File: src/rtl/fetch_queue.sv
// fetch_queue: front-end fetch with static branch/jump
// prediction feeding a show-ahead decoupling FIFO.
package fetch_queue_pkg;
  typedef struct packed {
    logic [31:0] inst;
    logic [31:0] pc;
    logic        pred;
  } fq_entry_t;
endpackage

module fetch_queue #(
  parameter int unsigned DEPTH    = 8,
  parameter logic [31:0] RESET_PC = 32'd0,
  parameter logic [31:0] HLT_INST = 32'hFC00_0000
) (
  input  logic                    clk,
  input  logic                    rst,
  input  logic                    redirect_valid,
  input  logic [31:0]             redirect_pc,
  output logic [31:0]             imem_addr,
  input  logic [31:0]             imem_data,
  input  logic                    deq_ready,
  output logic                    deq_valid,
  output logic [31:0]             deq_inst,
  output logic [31:0]             deq_pc,
  output logic                    deq_pred_taken,
  output logic [$clog2(DEPTH):0]  count,
  output logic                    full,
  output logic                    empty,
  output logic                    halted
);
  import fetch_queue_pkg::*;

  localparam int AW = $clog2(DEPTH);
  localparam int PW = AW + 1;

  logic [31:0] fetch_pc;
  logic        halted_q;
  logic [PW-1:0] rd_ptr;
  logic [PW-1:0] wr_ptr;
  fq_entry_t   mem [DEPTH];
  fq_entry_t   head;

  logic [5:0]  op;
  logic        is_hlt;
  logic        is_br;
  logic        is_jmp;
  logic [31:0] br_off;
  logic [31:0] next_pc;
  logic        pred;
  logic        enq;
  logic        deq;

  // Halt wins any opcode overlap so the decode stays one-hot.
  always_comb begin
    op      = imem_data[31:26];
    is_hlt  = (imem_data == HLT_INST);
    is_br   = !is_hlt && (op == 6'h04 || op == 6'h05);
    is_jmp  = !is_hlt && (op == 6'h02 || op == 6'h03);
    br_off  = {{16{imem_data[15]}}, imem_data[15:0]};
    next_pc = fetch_pc + 32'd1;
    pred    = 1'b0;
    unique case (1'b1)
      is_hlt: next_pc = fetch_pc;
      is_br: begin
        next_pc = fetch_pc + br_off;
        pred    = 1'b1;
      end
      is_jmp: begin
        next_pc = {fetch_pc[31:26], imem_data[25:0]};
        pred    = 1'b1;
      end
      default: ;
    endcase
  end

  assign count = wr_ptr - rd_ptr;
  assign full  = (count == PW'(DEPTH));
  assign empty = (count == '0);

  // Full is taken before any same-cycle pop.
  assign enq = !redirect_valid && !halted_q && !full;
  assign deq = !redirect_valid && deq_valid && deq_ready;

  assign head           = mem[rd_ptr[AW-1:0]];
  assign deq_valid      = !empty;
  assign deq_inst       = empty ? 32'd0 : head.inst;
  assign deq_pc         = empty ? 32'd0 : head.pc;
  assign deq_pred_taken = empty ? 1'b0 : head.pred;

  assign imem_addr = fetch_pc;
  assign halted    = halted_q;

  always_ff @(posedge clk or posedge rst) begin
    if (rst) begin
      fetch_pc <= RESET_PC;
      halted_q <= 1'b0;
      rd_ptr   <= '0;
      wr_ptr   <= '0;
    end else if (redirect_valid) begin
      rd_ptr   <= wr_ptr;
      fetch_pc <= redirect_pc;
      halted_q <= 1'b0;
    end else begin
      if (enq) begin
        wr_ptr   <= wr_ptr + PW'(1);
        fetch_pc <= next_pc;
        if (is_hlt)
          halted_q <= 1'b1;
      end
      if (deq)
        rd_ptr <= rd_ptr + PW'(1);
    end
  end

  always_ff @(posedge clk) begin
    if (enq)
      mem[wr_ptr[AW-1:0]] <= '{
        inst: imem_data,
        pc:   fetch_pc,
        pred: pred
      };
  end

endmodule
File: config.mk
export PLATFORM = sky130hd
export DESIGN_NAME = fetch_queue
export DESIGN_NICKNAME = d
export VERILOG_FILES = /design/src/rtl/fetch_queue.sv
export SDC_FILE = /design/constraint.sdc
export NUM_CORES = 1
export LEC_CHECK = 0
export ABC_CLOCK_PERIOD_IN_PS = 8600
export BUFFER_PORTS_ARGS = -buffer_cell sky130_fd_sc_hd__buf_2
export CAP_MARGIN = 10
export CORE_MARGIN = 2
export CORE_UTILIZATION = 54
export DETAILED_ROUTE_END_ITERATION = 7
export PLACE_DENSITY = 0.72
export SLEW_MARGIN = 20
export SYNTH_ARGS = -nofsm -noshare
export SYNTH_HDL_FRONTEND = slang
export SYNTH_SLANG_ARGS = --single-unit
File: constraint.sdc
create_clock -name clk -period 8.6 [get_ports clk]
set_clock_uncertainty 0.1 [all_clocks]
set_input_delay 0.43 -clock clk [delete_from_list [all_inputs] [get_ports clk]]
set_output_delay 0.43 -clock clk [all_outputs]
set_load 0.01 [all_outputs]
## Yosys cells after proc, flatten, opt, wreduce, memory -nomap -nowiden

Memory sizes are Yosys's and may differ from the RTL's.
Cells that the tools add are included.

- Mux-type cells: 14
- Bitwise logic cells: 1
- Reductions and logical operators: 22
- Add/subtract/negate cells: 5
- Eq/ne operators: 8

Operators by type and width:

| cell | count |
|---|---|
| $mux 32 | 4 |
| $pmux 32 s3 | 1 |
| $add 32x1->32 const B | 1 |
| $add 32x32->32 | 1 |
| $eq 32x32->1 const B | 1 |
| $eq 6x2->1 const B | 2 |
| $eq 6x3->1 const B | 2 |
| $add 4x1->4 const B | 2 |
| $mux 4 | 2 |
| $mux 1 | 7 |
| $logic_and 1x1->1 | 6 |
| $reduce_and 2->1 | 3 |
| $reduce_bool 2->1 | 3 |
| $logic_not 1->1 | 5 |
| $eq 4x4->1 const B | 1 |
| $logic_not 4->1 | 1 |
| $ne 2x2->1 const B | 2 |
| $sub 4x4->4 | 1 |
| $reduce_and 3->1 | 1 |
| $logic_or 1x1->1 | 2 |
| $reduce_or 2->1 | 1 |
| $not 1->1 | 1 |

- Bits in registers: 41
- Word-level logic and storage cells: 56
- Input bits: 68
- Memories kept: 1
- Output and inout port bits: 105
- RAM bits: 520

Memories:

| memory | words | width | read ports | clocked after memory_dff | wr ports | RTL line | source |
|---|---|---|---|---|---|---|---|
| mem | 8 | 65 | 1 | 0 | 1 | 41 | `fq_entry_t mem [DEPTH];` |

## Logic depth before layout (Yosys ltp)

- Depth in word-level cells: 7
- Gate-level depth with buffers: 15
- Gate-level depth less buffers: 14

## Least setup slack after synthesis

Ideal clock, no wire load.

- Kind: flip-flop to flip-flop
- From: reg rd_ptr[1]
- To: mem mem[6][0] (netlist bit), enable pin
- Stages on the path, launching flop included: 14
- Arrival time: 7.515 ns
- Period minus slack after synthesis: 8.197 ns
- Path buffers: 3
- Setup slack: 0.403 ns
- Required time: 7.919 ns
- Library setup time: 0.581 ns
- Cells stage by stage: dfrtp_1 clkbuf_1 clkbuf_1 clkbuf_1 inv_1 ha_1 a21o_1 a21oi_1 xnor2_1 nand2_1 inv_1 nor3_1 nand2_1 nor3b_1

- Word-level cells in the longest chain between the ends: 6

Ends and longest elaborated chain:

| element | RTL line | source |
|---|---|---|
| from (decl) | 39 | `logic [PW-1:0] rd_ptr;` |
| from (signal assigned) | 101 | `rd_ptr <= wr_ptr;` |
| from (signal assigned) | 112 | `rd_ptr <= rd_ptr + PW'(1);` |
| $sub 4x4->4 | 77 | `assign count = wr_ptr - rd_ptr;` |
| named net count[3] | 27 | `output logic [$clog2(DEPTH):0] count,` |
| $eq 4x4->1 | 78 | `assign full = (count == PW'(DEPTH));` |
| named net full | 28 | `output logic full,` |
| $logic_not 1->1 | 82 | `assign enq = !redirect_valid && !halted_q && !full;` |
| $logic_and 1x1->1 | 82 |  |
| $mux 1 | 117 | `if (enq)` |
| $mux 1 (not written as such) | 118 | `mem[wr_ptr[AW-1:0]] <= '{` |
| to (decl) | 41 |  |

The timed path passes the listed nets, and every way through them passes these cells.

## Worst setup path in the final report

- From: reg rd_ptr[1]
- To: out deq_inst[15]

- Word-level cells in the longest chain between the ends: 3
- Elaborated cells on any way between the ends: 4
- Classes of those cells: 1 x add/sub; 1 x mux; 1 x reduce/logical; 1 x memory

Ends and longest elaborated chain:

| element | RTL line | source |
|---|---|---|
| $sub 4x4->4 | 77 |  |
| $logic_not 4->1 | 79 | `assign empty = (count == '0);` |
| $mux 32 * | 87 | `assign deq_inst = empty ? 32'd0 : head.inst;` |
| to (decl) | 24 | `output logic [31:0] deq_inst,` |

Mark *: on every way between the ends. The rest lies on a longest branch, timed or not.

==> results.cfg <==
[timing]
final_hold_viol_count = 0
maximum_frequency_from_static_timing_analysis_ghz = 0.206
timing_max_transition_violations_final = 0
worst-slew-pin-transition_ns = 0.994
holdWs_ns = 0.0314
setup_viol = 0
rsz_0062_raised_after_global_routing = no
setup_tns_ns = 0
final.min_clock_period_ns = 4.85
maxSlewHeadroom_pct = 33.7
portion_of_the_clock_cycle_consumed_by_the_worst_path_in_the_final_layout_pct = 56.4

[clock_tree]
post_cts_repair_setup_buffers = 0
max-clock-path-buffers = 3
cts-htree-levels = 2
postCtsResizedCells = 0
tritoncts = built
root_buffer = clkbuf_16
worst_setup_hold_path_clk_slew_ns = 0.06
tritoncts_num_sinks = 561
number_of_clock_buffers_inserted_by_tritoncts = 56
clock_insertion_delay_worst_skew_ns = 0.59
hold_buffers = 18

[grt]
largest_net_degree_at_the_start_of_global_routing = 67
initial_antenna_violation_count = 0
groute.layer.met2.usage_pct = 40.4
track_usage_pct = 25.5
grt-ovfl-total = 0
grt_first_pass_wirelength_um = 84400
grt-busiest-layer = met2
grt_util_met1_pct = 37.3
grt_pass1_vias = 13700
met3_capacity_usage_during_global_routing_pct = 4.72

[routing]
initialDrtViolationCount = 1442
dr_total_vias = 13600
drt.antenna.violating_nets = 0
wire_per_inst_um = 24.9
detailedRoute.firstPassIterationCount = 5
route.final.wire_length_um = 56100
routed_via_density = 6.06
route.detailed.drc = 0

[setup_path]
ff2ff_path_depth = 11
cp.required_ns = 8.07
worstPathMaxFanout = 54
start_kind = register
crit_arrival_ns = 4.32
crit_path_end_kind = primary output
reg2reg_from = rd_ptr[1]
r2r_end = mem[5][28]
critPathKind = reg -> out
ff2ff_setup_slack_ns = 4.08

[synthesis]
postSynthNetCount = 1527
netlist.area_leader.share_pct = 66.1
synth.cell_area_mm2 = 0.0236
synth_ff_type = edfxtp_1
post-synth-top-count-cell = edfxtp_1
synth.top_cells.by_area = edfxtp_1, mux4_2, dfrtp_1, nand2_1, a21oi_1
synthArstFlopShare_pct = 7.31
synth_top_area_cell = edfxtp_1
synth.ff_latch_count = 561
post_synth_inst_count = 1421
syn-mean-instance-area_um2 = 16.6
synthTopCellsByCount = edfxtp_1, nand2_1, mux4_2
synth_edf_count = 520
synth-seq-area-share_pct = 70.4
ys_types = 63
synth_warnings = 0

[layout]
finalCoreUtilization_pct = 62.9
finalNetCount = 1726
nFillCells = 3123
final_layout_size_suffix_gt1_share_pct = 26.2
multi_input_comb_area_mm2 = 0.00669
antenna_cells_inserted = 0
area_delta_synth_final_pct = 14.8
area_of_all_sequential_standard_cells_mm2 = 0.0166

[min_path]
min_to = imem_addr[8]
worstHoldPathType = in -> reg
hold_depth = 3
worstHoldStart = redirect_pc[8]

[placed_design]
io_buffers = 172
final_weighted_congestion_in_routability_driven_placement = 0.886
place_hpwl_um = 33800

[floorplanning]
core_region_area_mm2 = 0.0432
floorplan.die.width_um = 213
die-height_um = 213
top_level_ports = 173
dieArea_mm2 = 0.0455
start_util_pct = 54.8
core.rowCount = 76

[power_and_ir_drop]
p_clk_share_pct = 24.2
final_total_pwr_mw = 9.63
power.share.combinational_pct = 34.4
share_seq_of_total_power_pct = 41.4
p_int_mw = 6.34
powerDensity_mw_per_mm2 = 355
power.ir.vdd_worst_mv = 0.583
power.leakage_nw = 9.46
p_sw_mw = 3.29
power.switching_fraction_pct = 34.1

[job]
timing.max_cap.violations = 0

[status]
status = finished clean
-- cells in the final DEF, fill, tap and decap left out, types with 4 or more instances in the layout --
cell           instances
ha_1                  36
inv_1                 17
nand2_1              203
a221oi_1               4
xnor2_1               20
clkbuf_16             57
bufinv_16              4
a21o_1                11
clkinv_2              13
edfxtp_1             520
or3_1                  4
a21oi_1              101
and3_1                 4
and2_1                17
o211ai_1              17
mux4_2               130
nor4_1                 7
o22ai_1                5
nand3_1               18
nor3_1                13
a31oi_1                4
buf_2                172
nor2_1                24
xor2_1                16
clkinv_1              10
clkbuf_1              15
o21ai_0               54
nor2b_1                7
a211oi_1               6
buf_4                 25
o21bai_1               5
dfrtp_1               38
nor3_2                 5
mux2i_1                4
dlygate4sd3_1         18
-- cells by family (layout without fill, tap and decap cells) --
| kind of cell | count (synthesis) | in the layout | synth area share [%] |
|---|---|---|---|
| buffers and inverters | 96 | 340 | 1.59 |
| and+or+nand+nor | 326 | 326 | 6.13 |
| AOI/OAI and AO/OA | 229 | 229 | 5.87 |
| DFF | 561 | 561 | 70.4 |
| muxes | 135 | 135 | 12.6 |
| xor gates and xnor gates | 36 | 36 | 1.33 |
| adders and majority gates | 38 | 38 | 2.07 |
-- critical path: stages (launching register included) --
cell,delay (ns)
dfrtp_4,0.92
inv_1,0.11
ha_1,0.32
a21o_1,0.18
a21oi_1,0.17
xnor2_1,0.14
or2_2,0.34
inv_2,0.51
buf_4,0.59
a21oi_1,0.19
buf_2,0.19
-- cell type report --
| class | instances | share of cell area (%) |
|---|---|---|
| well taps | 585 | 2.70 |
| clock inverters | 31 | 0.940 |
| clock buffers | 72 | 5.46 |
| repair buffers | 217 | 4.67 |
| flip-flops and latches | 561 | 61.3 |
| inverters | 20 | 0.277 |
| multi-input cells | 764 | 24.6 |
-- sequential cells by signal, summed over array words and instances, names as in the netlist --
register / cells
mem: 520
imem_addr: 32
rd_ptr: 4
wr_ptr: 4
halted: 1
-- metrics by stage --
| stage | instance area (µm²) | std cells | setup slack (ns) |
|---|---|---|---|
| after floorplan | 23600 | 1421 | 0.403 |
| after CTS | 27100 | 2249 | 3.66 |
| after global routing | 27100 | 2250 | 3.43 |
| after detailed placement | 25200 | 2128 | 3.88 |
| final | 27100 | 2250 | 3.75 |
| after global placement | 25200 | 2128 | 3.91 |
-- per-layer routing --
metal / routed length [µm] / vias to the layer above
li1: - / 5973
met1: 23400 / 6992
met2: 26900 / 590
met3: 4770 / 69
met4: 1080 / 0
met5: 0 / -
-- power by group through the flow --
stage / Combinational, mW / Sequential, mW / Clock, mW
after floorplan: 2.21 / 3.93 / 0
after global placement: 3.30 / 4.01 / 0
after detailed placement: 3.32 / 4.05 / 0
after CTS: 3.34 / 3.99 / 2.36
after global routing: 3.62 / 4.04 / 2.47
final: 3.31 / 3.99 / 2.33
-- worst max path at each step --
stage                        from             to  slack (ns)  depth (start not counted)
floorplan               rd_ptr[1]      mem[6][0]        0.40                         13
global placement    imem_data[29]  imem_addr[30]        3.91                         14
detailed placement  imem_data[29]  imem_addr[30]        3.88                         14
CTS                     rd_ptr[1]   deq_inst[15]        3.66                         10
global route            rd_ptr[1]   deq_inst[14]        3.43                         10
finish                  rd_ptr[1]   deq_inst[15]        3.75                         10
No activity file was read; power rests on OpenSTA's default activity.
